[src/rtl/simd_warp_receiver.sv]
// rtl/simd_warp_receiver.sv - per-core warp dispatch receiver that slices a kernel into lane batches
package simd_warp_pkg;
    localparam int NUM_SIMD_CORES  = 4;
    localparam int LOG2_SIMD_CORES = 2;
    localparam int THREAD_W        = 16;
    localparam int PC_W            = 32;
    localparam int WARP_W          = 6;

    typedef struct packed {
        logic [THREAD_W-1:0] thread_count;
        logic [PC_W-1:0]     start_pc;
        logic [WARP_W-1:0]   warp_id;
    } kernel_t;
endpackage

module simd_warp_receiver
    import simd_warp_pkg::*;
#(
    parameter int CORE_ID = 0,
    parameter int LANES   = 4
) (
    input  logic                       clk,
    input  logic                       rst,
    input  logic                       kernel_valid,
    input  logic [LOG2_SIMD_CORES-1:0] simd_core_id,
    input  kernel_t                    kernel_in,
    output logic                       batch_valid,
    input  logic                       batch_ready,
    output logic [PC_W-1:0]            batch_pc,
    output logic [WARP_W-1:0]          batch_warp_id,
    output logic [THREAD_W-1:0]        batch_base,
    output logic [LANES-1:0]           lane_mask,
    input  logic                       batch_done,
    output logic [LOG2_SIMD_CORES-1:0] freed_simd_core,
    output logic                       is_simd_free,
    output logic                       busy,
    output logic                       dispatch_overrun
);
    // One extra bit so issued + LANES never wraps for thread counts near the maximum
    localparam int CW = THREAD_W + 1;

    typedef enum logic [1:0] {IDLE, ISSUE, WAIT, RELEASE} state_t;

    state_t        state;
    state_t        next_state;
    kernel_t       kern;
    logic [CW-1:0] issued;
    logic [CW-1:0] next_issued;
    logic [CW-1:0] thread_count_w;
    logic          id_match;
    logic          accept;
    logic          overrun;

    assign id_match       = kernel_valid && (simd_core_id == LOG2_SIMD_CORES'(CORE_ID));
    assign accept         = id_match && (state == IDLE);
    assign thread_count_w = {1'b0, kern.thread_count};
    assign next_issued    = issued + CW'(LANES);

    // State register
    always_ff @(posedge clk or posedge rst) begin
        if (rst) begin
            state <= IDLE;
        end else begin
            state <= next_state;
        end
    end

    // Next-state decode
    always_comb begin
        next_state = state;
        case (state)
            IDLE: begin
                if (accept) begin
                    next_state = (kernel_in.thread_count == '0) ? RELEASE : ISSUE;
                end
            end
            ISSUE: begin
                if (batch_ready) begin
                    next_state = WAIT;
                end
            end
            WAIT: begin
                if (batch_done) begin
                    next_state = (next_issued >= thread_count_w) ? RELEASE : ISSUE;
                end
            end
            RELEASE: begin
                next_state = IDLE;
            end
            default: next_state = IDLE;
        endcase
    end

    // Held kernel, issue progress and the sticky overrun flag
    always_ff @(posedge clk or posedge rst) begin
        if (rst) begin
            kern    <= '0;
            issued  <= '0;
            overrun <= 1'b0;
        end else begin
            if (accept) begin
                kern   <= kernel_in;
                issued <= '0;
            end else if (state == WAIT && batch_done) begin
                issued <= next_issued;
            end
            if (id_match && state != IDLE) begin
                overrun <= 1'b1;
            end
        end
    end

    // Lane i is active while its global thread index is below thread_count
    always_comb begin
        lane_mask = '0;
        for (int i = 0; i < LANES; i++) begin
            lane_mask[i] = (issued + CW'(i)) < thread_count_w;
        end
    end

    assign batch_valid      = (state == ISSUE);
    assign busy             = (state != IDLE);
    assign is_simd_free     = (state == RELEASE);
    assign batch_pc         = kern.start_pc;
    assign batch_warp_id    = kern.warp_id;
    assign batch_base       = issued[THREAD_W-1:0];
    assign freed_simd_core  = LOG2_SIMD_CORES'(CORE_ID);
    assign dispatch_overrun = overrun;

endmodule

[config.mk]
export PLATFORM = sky130hd
export DESIGN_NAME = simd_warp_receiver
export DESIGN_NICKNAME = d
export VERILOG_FILES = /design/src/rtl/simd_warp_receiver.sv
export SDC_FILE = /design/constraint.sdc
export NUM_CORES = 1
export LEC_CHECK = 0
export CAP_MARGIN = 0
export CORE_AREA = 2 2 113 115
export CTS_BUF_LIST = sky130_fd_sc_hd__clkbuf_16
export CTS_CLUSTER_SIZE = 16
export DETAILED_ROUTE_END_ITERATION = 7
export DIE_AREA = 0 0 115 117
export MAX_ROUTING_LAYER = met4
export PLACE_DENSITY = 0.67
export SLEW_MARGIN = 0
export SYNTH_ARGS = -nofsm -noshare
export SYNTH_HDL_FRONTEND = slang
export SYNTH_SLANG_ARGS = --single-unit
[constraint.sdc]
create_clock -name clk -period 3.75 [get_ports clk]
set_input_delay 0.375 -clock clk [delete_from_list [all_inputs] [get_ports clk]]
set_output_delay 0.375 -clock clk [all_outputs]
set_load 0.01 [all_outputs]
==> flow_summary.ini <==
[status]
outcome = finished clean

[route]
wl_per_cell_um = 15.9
routed_wirelength_mm = 10.8
initialDrtViolationCount = 119
route.vias.total = 3491
ant_nets = 0
drc = 0
via_per_inst = 5.16
drt_first_pass_iters = 4

[power_and_ir_drop]
power.net_switching_mw = 1.33
part_of_the_total_power_dissipated_in_the_clock_network = 0.237
power_density_nw_per_um2 = 673
switching_share = 0.330
combinationalPowerShare = 0.441
p_seq_frac = 0.321
vdd.ir_drop.worst_mv = 0.413
intPower_mw = 2.71
power.static_leakage_nw = 2.79

[clocking]
cts_inserted_buffers = 9
clock_tree.buffer_depth = 2
cts.sink_count = 72
cts_hold_buffers = 0
tritoncts = yes
clk_root_buffer_cell = clkbuf_16
worst_skew_pair.late_latency_ns = 0.33
cts-resized-gates = 0
htree_levels = 3
worst_setup_hold_path_clk_slew_ns = 0.06
post-cts-setup-buffers = 0

[setup_path]
critical_path_class = flop to primary output
r2r_cells = 11
worst_path_largest_cell_delay_ns = 0.50
reg2reg_setup_slack_ns = 0.85
start_kind = flop
timing.critical_path.to = lane_mask[0]
cp_cell_sequence = inv_1, ha_1, or4b_1, a211oi_2, a2111oi_1, o21ai_1, a21oi_1, o21a_1, clkdlybuf4s50_1
timing.critical_path.arrival_ns = 2.88
worst_ep_required_time_ns = 3.38
crit_start = issued[2]
worst-path-max-fanout = 9
crit_slowest_cell = or4b_1
worst_r2r_startpoint = issued[2]
critical_path.endpoint_type = primary output
regToRegEndpoint = state[1]

[yosys]
synth_enable_flop_cells = 0
yosys-top-cells-count = dfrtp_1 (72), buf_4 (56), mux2_2 (54)
area_fraction_of_the_dominant_cell_type_after_synthesis = 0.375
synth-main-ff-cell = dfrtp_1
synthDistinctLibCells = 50
synth.cell_area_um2 = 4800
async_reset_ff_frac = 1.00
post-synth-top-area-cell = dfrtp_1
syn_area_per_cell_um2 = 10.2
post_synth_inst_count = 473
synth-seq-cells = 72
yosys.cell_count.top_type = dfrtp_1
yosysWarnings = 0
post_synth_main_area_contributors = dfrtp_1 (38%), ha_1 (13%), mux2_2 (13%), buf_4 (8.8%), nand2_1 (2.3%)
synth_sequential_area_ratio = 0.375

[sta]
report.final.slew_viol_count = 0
fin_worst_hold_slack_ns = 0.465
min_period_over_period = 0.868
relSlewSlack = 0.290
hold_violations = 0
finalSetupViolCount = 0
timing.setup.tns_ns = 0
worst_pin_slew_ns = 1.06
period_needed_ns = 3.25
finalClockSkew_ns = 0.00658
highest_clock_rate_mhz = 307
grt_setup_unrepaired = false

[place]
globalplace.congestion = 0.876
placement.cell_area_um2 = 5660
port_buffers = 120
place_inst = 660
dpl.hpwl_mm = 8.31

[global_route]
initial_antenna_violation_count = 0
wire_length_of_the_first_global_routing_pass_mm = 18.1
grt_remaining_overflow = 0
gr_util_all_layers = 0.177
grt_start_max_net_pins = 54
first_global_vias = 3749

[floorplan]
fp.coreArea_um2 = 12300
initial_utilization = 0.390
die-area_um2 = 13500
die-height_um = 117
rows = 41
die_w_um = 115
io-pin-count = 125

[finish]
num-fill-cells = 1132
finalInstanceArea_um2 = 6000
flow.area_growth_from_synthesis_pct = 24.9
finish.utilization = 0.487
antennaDiodeCount = 0
post_layout_nonfiller_instances = 676
drive_gt1_frac = 0.154
final_net_count = 632

[flow_run]
cap_violations = 0

[worst_hold_path]
min_path_type = flop to flop
## metal layers
metal,vias up,GRT usage,routed length (um)
met4,0,0.0546,145
met3,14,0.0412,600
met1,1687,0.221,4830
met5,-,-,0
met2,99,0.286,5180
li1,1691,-,-
## sequential cells by signal, summed over array words and instances (netlist names)
name              flops
batch_warp_id         6
issued               15
dispatch_overrun      1
kern                 16
state                 2
batch_pc             32
## worst min path at each step
| stage | startpoint | end | cells after the start |
|---|---|---|---|
| global placement | dispatch_overrun | dispatch_overrun | 1 |
| floorplan | batch_ready | state[0] | 1 |
| finish | dispatch_overrun | dispatch_overrun | 1 |
| CTS | dispatch_overrun | dispatch_overrun | 1 |
| detailed placement | dispatch_overrun | dispatch_overrun | 1 |
| global route | dispatch_overrun | dispatch_overrun | 1 |
## power by group through the flow
stage	clock network [mW]	logic (mW)	registers [mW]
3_3_place_gp	0	1.74	1.29
4_1_cts	0.982	1.80	1.30
2_1_floorplan	0	1.32	1.25
3_5_place_dp	0	1.79	1.31
6_report	0.959	1.78	1.30
5_1_grt	1.02	1.99	1.35
## worst max-delay path, delay by kind of cell (launching register included)
| kind | cells | cell delay [ns] |
|---|---|---|
| buf+inv | 2 | 0.55 |
| simple gates | 1 | 0.50 |
| flops | 1 | 0.49 |
| compound gates | 5 | 0.69 |
| fa+ha+maj | 1 | 0.32 |
## area by class of cell
| class | instances | area (um^2) | share of cell area |
|---|---|---|---|
| sequential | 72 | 1800 | 0.300 |
| clock buffer | 9 | 225 | 0.0375 |
| multi-input combinational | 296 | 2380 | 0.397 |
| tap | 150 | 188 | 0.0313 |
| inverter | 20 | 75.1 | 0.0125 |
| clock inverter | 7 | 111 | 0.0186 |
| timing repair buffer | 122 | 1220 | 0.203 |
## layout by cell type, fill, tap and decap left out, types with 4 or more instances in the layout
cell type	n
a21oi_1	18
inv_1	20
clkbuf_16	9
ha_1	50
a21o_1	14
nor4_1	6
clkdlybuf4s50_1	120
nand3_1	19
nand2_1	28
o21ai_0	18
dfrtp_1	72
xnor2_1	6
o31ai_1	4
nand4_1	4
nor2_1	16
and3_1	5
mux2_2	54
conb_1	4
xor2_1	6
## per-stage QoR
stage	worst slack (ns)	power [mW]
final	0.495	4.04
after global routing	0.296	4.35
after CTS	0.448	4.09
after detailed placement	0.808	3.10
after global placement	0.834	3.03
after floorplan	1.10	2.57
## cell families (layout without fill, tap and decap cells)
group | count (synthesis) | count (layout) | share of synthesized area
buffers and inverters | 108 | 158 | 0.132
AND/OR/NAND/NOR | 96 | 96 | 0.105
AO/OA/AOI/OAI | 79 | 79 | 0.105
flip-flops | 72 | 72 | 0.375
multiplexers | 54 | 54 | 0.127
adder cells (fa/ha/maj) | 50 | 50 | 0.130
XOR/XNOR | 13 | 13 | 0.0253
other | 1 | 4 | 0.000781
(Power assumes the default switching activity.)
